File: src/rtl/parity_pkg.sv
// parity_pkg: shared FSM encoding, default word width and line-level constants for the parity frame path
package parity_pkg;
    typedef enum logic [1:0] {
        IDLE   = 2'd0,
        DATA   = 2'd1,
        PARITY = 2'd2,
        STOP   = 2'd3
    } state_t;
    localparam int   DATA_W_DEF = 3;
    localparam logic IDLE_LVL   = 1'b1;
    localparam logic STOP_LVL   = 1'b1;
endpackage

File: src/rtl/even_parity_calc.sv
// even_parity_calc: parity bit that is 1 iff data_i holds an even number of ones
// Ports: data_i [W-1:0] word in; par_o expected parity bit out.
module even_parity_calc #(
    parameter int W = 3
) (
    input  logic [W-1:0] data_i,
    output logic         par_o
);
    assign par_o = ~^data_i;
endmodule

File: src/rtl/parity_frame_rx.sv
// parity_frame_rx: receives start/DATA_W data (LSB first)/parity/stop frames and flags parity and framing errors
// Ports: clk, rst_n (async active-low), bit_en (bit strobe), rx (serial in, idle high);
//        data_out (last word), valid (one-cycle frame-done pulse), par_err, frame_err, busy.
// Optional PARITY_RX_STICKY_ERR_EN: adds clr_err input and err_sticky output.
module parity_frame_rx
    import parity_pkg::*;
#(
    parameter int DATA_W = DATA_W_DEF
) (
    input  logic              clk,
    input  logic              rst_n,
    input  logic              bit_en,
    input  logic              rx,
`ifdef PARITY_RX_STICKY_ERR_EN
    input  logic              clr_err,
    output logic              err_sticky,
`endif
    output logic [DATA_W-1:0] data_out,
    output logic              valid,
    output logic              par_err,
    output logic              frame_err,
    output logic              busy
);
    localparam int CNT_W = $clog2(DATA_W);
    localparam logic [CNT_W-1:0] CNT_MAX = CNT_W'(DATA_W - 1);

    state_t             state_q, state_d;
    logic [CNT_W-1:0]   cnt_q, cnt_d;
    logic [DATA_W-1:0]  shift_q, shift_d;
    logic               p_rx_q, p_rx_d;
    logic [DATA_W-1:0]  data_q, data_d;
    logic               valid_q, valid_d;
    logic               par_err_q, par_err_d;
    logic               frame_err_q, frame_err_d;
    logic               par_exp;

    even_parity_calc #(.W(DATA_W)) u_par (
        .data_i (shift_q),
        .par_o  (par_exp)
    );

    always_ff @(posedge clk or negedge rst_n) begin
        if (!rst_n) begin
            state_q     <= IDLE;
            cnt_q       <= '0;
            shift_q     <= '0;
            p_rx_q      <= 1'b0;
            data_q      <= '0;
            valid_q     <= 1'b0;
            par_err_q   <= 1'b0;
            frame_err_q <= 1'b0;
        end else begin
            state_q     <= state_d;
            cnt_q       <= cnt_d;
            shift_q     <= shift_d;
            p_rx_q      <= p_rx_d;
            data_q      <= data_d;
            valid_q     <= valid_d;
            par_err_q   <= par_err_d;
            frame_err_q <= frame_err_d;
        end
    end

    always_comb begin
        state_d     = state_q;
        cnt_d       = cnt_q;
        shift_d     = shift_q;
        p_rx_d      = p_rx_q;
        data_d      = data_q;
        valid_d     = 1'b0;
        par_err_d   = par_err_q;
        frame_err_d = frame_err_q;
        if (bit_en) begin
            case (state_q)
                IDLE: if (rx != IDLE_LVL) begin
                    state_d = DATA;
                    cnt_d   = '0;
                end
                DATA: begin
                    shift_d[cnt_q] = rx;
                    // Counter parks at its last value instead of wrapping; the next start reloads it.
                    cnt_d   = (cnt_q == CNT_MAX) ? cnt_q : cnt_q + 1'b1;
                    state_d = (cnt_q == CNT_MAX) ? PARITY : DATA;
                end
                PARITY: begin
                    p_rx_d  = rx;
                    state_d = STOP;
                end
                STOP: begin
                    data_d      = shift_q;
                    par_err_d   = p_rx_q != par_exp;
                    frame_err_d = rx != STOP_LVL;
                    valid_d     = 1'b1;
                    state_d     = IDLE;
                end
                default: state_d = IDLE;
            endcase
        end
    end

`ifdef PARITY_RX_STICKY_ERR_EN
    logic sticky_q, sticky_d;
    // A new error in the same cycle as a clear wins over the clear.
    assign sticky_d = (valid_d & (par_err_d | frame_err_d)) | (sticky_q & ~clr_err);
    always_ff @(posedge clk or negedge rst_n) begin
        if (!rst_n) sticky_q <= 1'b0;
        else        sticky_q <= sticky_d;
    end
    assign err_sticky = sticky_q;
`endif

    assign data_out  = data_q;
    assign valid     = valid_q;
    assign par_err   = par_err_q;
    assign frame_err = frame_err_q;
    assign busy      = state_q != IDLE;
endmodule

File: config.mk
export PLATFORM = sky130hd
export DESIGN_NAME = parity_frame_rx
export DESIGN_NICKNAME = d
export VERILOG_FILES = /design/src/rtl/parity_pkg.sv /design/src/rtl/even_parity_calc.sv /design/src/rtl/parity_frame_rx.sv
export SDC_FILE = /design/constraint.sdc
export NUM_CORES = 1
export LEC_CHECK = 0
export CAP_MARGIN = 20
export CORE_MARGIN = 2
export CORE_UTILIZATION = 50
export DETAILED_ROUTE_END_ITERATION = 10
export PLACE_DENSITY = 0.83
export SYNTH_ARGS = -nofsm -noshare
export SYNTH_HDL_FRONTEND = slang
export SYNTH_SLANG_ARGS = --single-unit
export TNS_END_PERCENT = 100
File: constraint.sdc
create_clock -name clk -period 1.9 [get_ports clk]
set_clock_uncertainty 0.1 [all_clocks]
set_input_delay 0.38 -clock clk [delete_from_list [all_inputs] [get_ports clk]]
set_output_delay 0.38 -clock clk [all_outputs]
set_load 0.01 [all_outputs]
==> flow_metrics.tcl, run 1 <==
set metrics [dict create \
    outcome "finished clean" \
    final_hold_viol_count 0 \
    yosysMostFrequentCell "dfrtp_1" \
    multi_input_area_um2 319 \
    crit_path_start_kind "register" \
    synth_area_leaders "dfrtp_1 (50%), ha_1 (5.4%), mux2_2 (4.8%)" \
    hold_path_class "in -> async" \
    finalSetupTns_ns 0 \
    die_w_um 41.4 \
    die-area_um2 1720 \
    tritoncts "built" \
    peakVddDrop_v 0.000955 \
    grt_max_degree 15 \
    critPathCaptureType "primary output" \
    nNetsFinal 82 \
    flow.area_growth_from_synthesis_pct 23.9 \
    final_area_um2 868 \
    synth.avg_cell_area_um2 12.1 \
    clkLatencyLatePin_ns 0.29 \
    synthCells 58 \
    p_leak_nw 0.422 \
    powerDensity_nw_per_um2 1640 \
    ys_seq_area_frac 0.500 \
    synth.largest_area_cell "dfrtp_1" \
    grtUsageTotal 0.178 \
    synthArstFlopShare 1.00 \
    io_buffers 10 \
    start_util 0.538 \
    synth-seq-cells 14 \
    initialDrtViolationCount 4 \
    cts.path.max_buffers 2 \
    rows 13 \
    final-max-slew-violation-count 0 \
    postPlaceCellArea_um2 833 \
    netlist_top_cells_count "dfrtp_1 (14), o21ai_0 (6), nand2_1 (5)" \
    post_cts_buffers 0 \
    vias 476 \
    grt_pass1_vias 483 \
    crit_chain "or2_2, dlygate4sd2_1" \
    totalWireLength_um 1280 \
    antenna_found_initial 0 \
    yosysTopAreaCellShare 0.500 \
    avgRoutedWirePerCell_um 14.4 \
    drt_first_pass_iters 3 \
    syn_area_um2 701 \
    ioPinCount 11 \
    setup_viol 0 \
    synth_ff_type "dfrtp_1" \
    crit_required_ns 1.42 \
    cts_hold_buf 0 \
    path_clk_slew_ns 0.09 \
    cp_max_fo 2 \
    vias_per_cell 5.35 \
    synth_edf_count 0 \
    post-route-period-util 0.920 \
    cap_violations 0 \
    grt_pass1_wl_um 2320 \
    hpwlAfterDp_um 969 \
    period_minus_slack_ns 1.75 \
    slew_headroom 0.800 \
    cts-root-buf "clkbuf_4" \
    timing.fmax_mhz 572 \
    routabilityCongestion 0.705 \
    r2r_slack_ns 0.28 \
    clock-sinks 14 \
    cp.arrival_ns 1.27 \
    die_h_um 41.4 \
    final-seq-area_um2 350 \
    rsz0062_at_grt "false" \
    drive_above_1_share 0.257 \
    fill_cells 109 \
    h-tree-depth 1 \
    drc 0 \
    critPathSlowestCell "dfrtp_1" \
    gr-total-overflow 0 \
    worst_pin_slew_ns 0.296 \
    synth_cell_types 22 \
    antenna_cells 0 \
    core_area_um2 1300 \
    yosysWarnings 0 \
    cts_buffers 3 \
    ant_nets 0 \
    slowest_delay_ns 0.40 \
    synth_nets 65 \
    crit_type "reg -> out" \
]
-- cell families (layout without fill, tap and decap cells) --
group	after synthesis	count (layout)	share of synthesized area
compound gates	12	12	0.109
xor+xnor	3	3	0.0375
fa+ha+maj	3	3	0.0536
buf+inv	6	22	0.0446
flops	14	14	0.500
mux	6	6	0.107
simple gates	14	14	0.148
-- power breakdown --
part           switching (W)  internal (W)  leakage, nW
Clock               0.000103      0.000117       0.0210
Sequential         0.0000946      0.000431        0.176
Combinational       0.000300      0.000377        0.225
-- layout make-up --
class | instances | area share
multi-input cells | 38 | 0.367
clock buffers | 4 | 0.0418
repair buffers | 14 | 0.148
inverters | 4 | 0.0173
well taps | 15 | 0.0216
flip-flops and latches | 14 | 0.403
-- worst paths after layout --
path,end,start,cells past startpoint
setup / recovery,busy,state_q[0]$_DFFE_PN0P_,2
hold / removal,p_rx_q$_DFFE_PN0P_,rst_n,2
setup reg to reg,shift_q[2]$_DFFE_PN0P_,cnt_q[0]$_DFFE_PN0P_,4
hold reg to reg,frame_err$_DFFE_PN0P_,frame_err$_DFFE_PN0P_,2
max in group asynchronous,data_out[2]$_DFFE_PN0P_,rst_n,2
min in group clk,frame_err$_DFFE_PN0P_,frame_err$_DFFE_PN0P_,2
-- layer usage --
| layer | global-route usage | vias to the layer above | wire length (µm) |
|---|---|---|---|
| met5 | 0 | - | 0 |
| met4 | 0.0774 | 0 | 27 |
| met3 | 0.0348 | 3 | 47 |
| met2 | 0.297 | 12 | 646 |
| met1 | 0.222 | 230 | 563 |
| li1 | - | 231 | - |
-- repair_timing --
item	CTS	global route
hold endpoints to repair	0	0
setup endpoints to repair	1	0
resized for setup	1	0
-- through the flow --
step / total power (W) / instances / hold slack, ns / worst slack (ns) / util
3_5_place_dp: 0.00122 / 85 / 0.379 / 0.101 / 0.640
2_1_floorplan: 0.000985 / 58 / -0.0156 / 0.451 / -
3_3_place_gp: 0.00118 / 85 / 0.360 / 0.180 / 0.640
5_1_grt: 0.00153 / 89 / 0.318 / 0.105 / 0.667
6_report: 0.00142 / 89 / 0.294 / 0.152 / 0.667
4_1_cts: 0.00143 / 89 / 0.298 / 0.161 / 0.667
-- critical path: cells and delay by family (launching register included) --
family,cells,cell delay (ns)
flip-flops,1,0.40
AND/OR/NAND/NOR,1,0.28
buffers and inverters,1,0.29
-- cell usage in the layout (no fill, tap or decap), drive strengths merged, types with 2 or more instances in the layout --
cell	instances
clkdlybuf4s50	9
xnor2	2
nand3	3
nor2b	2
o21ai	7
clkbuf	4
buf	4
dfrtp	14
a22o	3
mux2	6
inv	4
ha	3
nand2	5
a21o	2
-- state kept, by name, indices dropped and copies added (netlist names), named ones only --
register	flops
state_q	1
frame_err	1
cnt_q	2
shift_q	3
valid	1
par_err	1
data_out	3
p_rx_q	1
No activity file was read; power rests on OpenSTA's default activity.
==> run 2, diff against run 1 <==
SYNTH_HIERARCHICAL = 1   (was not set)
==> run 2 against run 1 <==
  * Area after synthesis rose by 2.5%
  * Synthesized cell count is 5.2% higher
  * Largest power group unchanged
  * Die area up 2.3%
  * Critical endpoint unchanged
  * Critical path depth unchanged
  * Highest routed layer unchanged
  * First-iteration DRC count up 50%
  * Sequential share of layout area is 0.41 points higher
  * Global-route usage shrank 2.6 points
==> flow_metrics.tcl, run 2 <==
set metrics [dict create \
    grt_pass1_wl_um 1970 \
    crit_required_ns 1.42 \
    ioPinCount 11 \
    cp_max_fo 2 \
    drive_above_1_share 0.133 \
    critPathCaptureType "primary output" \
    synth_area_leaders "dfrtp_1 (49%), mux2_1 (7.8%), ha_1 (7.0%)" \
    p_int_w 0.000871 \
    grtUsageTotal 0.152 \
    ant_nets 0 \
    vias 463 \
    power.total_w 0.00134 \
    timing.fmax_mhz 546 \
    antenna_cells 0 \
    p_comb_frac 0.494 \
    slew_headroom 0.841 \
    p_sw_frac 0.348 \
    io_buffers 10 \
    synth.avg_cell_area_um2 11.8 \
    peakVddDrop_v 0.000852 \
    grt_pass1_vias 462 \
    p_seq_frac 0.389 \
    cts_buffers 3 \
    final_area_um2 860 \
    die_h_um 41.9 \
    synth_edf_count 0 \
    synthArstFlopShare 1.00 \
    powerDensity_nw_per_um2 1550 \
    r2r_start "cnt_q[0]$_DFFE_PN0P_" \
    final-max-slew-violation-count 0 \
    stdcell_count 90 \
    postPlaceCellArea_um2 837 \
    die-area_um2 1760 \
    netlist_top_cells_count "dfrtp_1 (14), nand2_1 (8), inv_1 (5), mux2_1 (5)" \
    cts_hold_buf 0 \
    clkLatencyLatePin_ns 0.27 \
    hold_path_class "in -> async" \
    core_area_um2 1320 \
    h-tree-depth 1 \
    antenna_found_initial 0 \
    yosysTopAreaCellShare 0.488 \
    grt_max_degree 15 \
    reg2regPathDepth 5 \
    synth_cell_types 21 \
    cp.arrival_ns 1.35 \
    synthCells 61 \
    post-route-period-util 0.963 \
    yosysWarnings 6 \
    cts-root-buf "clkbuf_4" \
    final_hold_viol_count 0 \
    period_minus_slack_ns 1.83 \
    synth_nets 69 \
    synth_ff_type "dfrtp_1" \
    initialDrtViolationCount 6 \
    totalWireLength_um 1090 \
    worst_pin_slew_ns 0.236 \
    layout_common_cells "dfrtp_1 (14), clkdlybuf4s50_1 (10), nand2_1 (8), inv_1 (5), mux2_1 (5)" \
    clock-sinks 14 \
    timing.rr.end "cnt_q[0]$_DFFE_PN0P_" \
    hpwlAfterDp_um 831 \
    ctsResizeCount 0 \
    setup_viol 0 \
    tritoncts "built" \
    crit_path_start_kind "register" \
    drt_first_pass_iters 4 \
    syn_area_um2 718 \
    crit_type "reg -> out" \
    p_leak_nw 0.413 \
    dp_cells 87 \
    cts.path.max_buffers 2 \
    rows 13 \
    rsz0062_at_grt "false" \
    finalSetupTns_ns 0 \
    path_clk_slew_ns 0.08 \
    vias_per_cell 5.14 \
    yosysMostFrequentCell "dfrtp_1" \
    routabilityCongestion 0.696 \
    post_cts_buffers 0 \
    switchingPower_w 0.000465 \
    synth-seq-cells 14 \
    start_util 0.545 \
    avgRoutedWirePerCell_um 12.1 \
    outcome "finished clean" \
    ys_seq_area_frac 0.488 \
    die_w_um 41.9 \
    gr-total-overflow 0 \
    holdWs_ns 0.319 \
    synth.largest_area_cell "dfrtp_1" \
    final_common_cell "dfrtp_1" \
    r2r_slack_ns 0.55 \
    clockPowerShare 0.117 \
    drc 0 \
    cap_violations 0 \
    flow.area_growth_from_synthesis_pct 19.7 \
    nNetsFinal 85 \
]
==> run 2: cell count changes in the layout (fill, tap and decap cells not counted), moves of 3 or more <==
cell / delta
mux2_1: +4
nand3_2: -3
nand2_1: +3
mux2_2: -3
o21ai_1: +3
a22o_1: -3
==> run 2: how the worst max path moves through the flow <==
stage                              endpoint  cells after the start                    from  slack (ns)
floorplan                              busy                      2  state_q[0]$_DFFE_PN0P_        0.60
global placement    data_out[2]$_DFFE_PN0P_                      4                  bit_en        0.23
detailed placement  data_out[1]$_DFFE_PN0P_                      4                  bit_en        0.22
CTS                                    busy                      2  state_q[0]$_DFFE_PN0P_        0.06
global route                           busy                      2  state_q[0]$_DFFE_PN0P_        0.03
finish                                 busy                      2  state_q[0]$_DFFE_PN0P_        0.07
==> run 2: cell type report <==
| cell class | instances | area, µm² |
|---|---|---|
| multi-input combinational | 39 | 319 |
| inverter | 5 | 18.8 |
| fill | 98 | 458 |
| sequential | 14 | 350 |
| clock buffer | 3 | 22.5 |
| timing repair buffer | 14 | 130 |
| tap | 15 | 18.8 |
==> run 2: kinds of logic (layout without fill, tap and decap cells) <==
group / Yosys count / count (layout) / share of synthesized area
flip-flops: 14 / 14 / 0.488
AND/OR/NAND/NOR: 16 / 16 / 0.148
XOR/XNOR: 2 / 2 / 0.0436
buffers and inverters: 8 / 22 / 0.0679
adder cells (fa/ha/maj): 4 / 4 / 0.0697
multiplexers: 6 / 6 / 0.0923
AO/OA/AOI/OAI: 11 / 11 / 0.0906
==> run 2: power groups by stage <==
stage | Clock [W] | Sequential (W) | Combinational [W]
final | 0.000156 | 0.000519 | 0.000660
after detailed placement | 0 | 0.000529 | 0.000666
after global routing | 0.000177 | 0.000538 | 0.000749
after global placement | 0 | 0.000521 | 0.000647
after CTS | 0.000164 | 0.000522 | 0.000671
after floorplan | 0 | 0.000537 | 0.000439
==> run 2: routing by layer <==
metal | GRT usage | vias up | share of wire
met4 | 0.0774 | 0 | 0.0055
met3 | 0.0348 | 2 | 0.050
li1 | - | 239 | -
met1 | 0.184 | 213 | 0.47
met2 | 0.250 | 9 | 0.48
met5 | 0 | - | 0
==> run 2: worst max-delay path, cell delays in order, from the launching register on <==
cell	delay, ns
dfrtp_1	0.38
or2_1	0.22
clkdlybuf4s50_1	0.48
==> run 2: per-stage QoR <==
step | util | setup WS [ns]
floorplan | - | 0.603
global placement | 0.635 | 0.235
finish | 0.652 | 0.0698
CTS | 0.652 | 0.0564
global route | 0.652 | 0.0281
detailed placement | 0.635 | 0.222
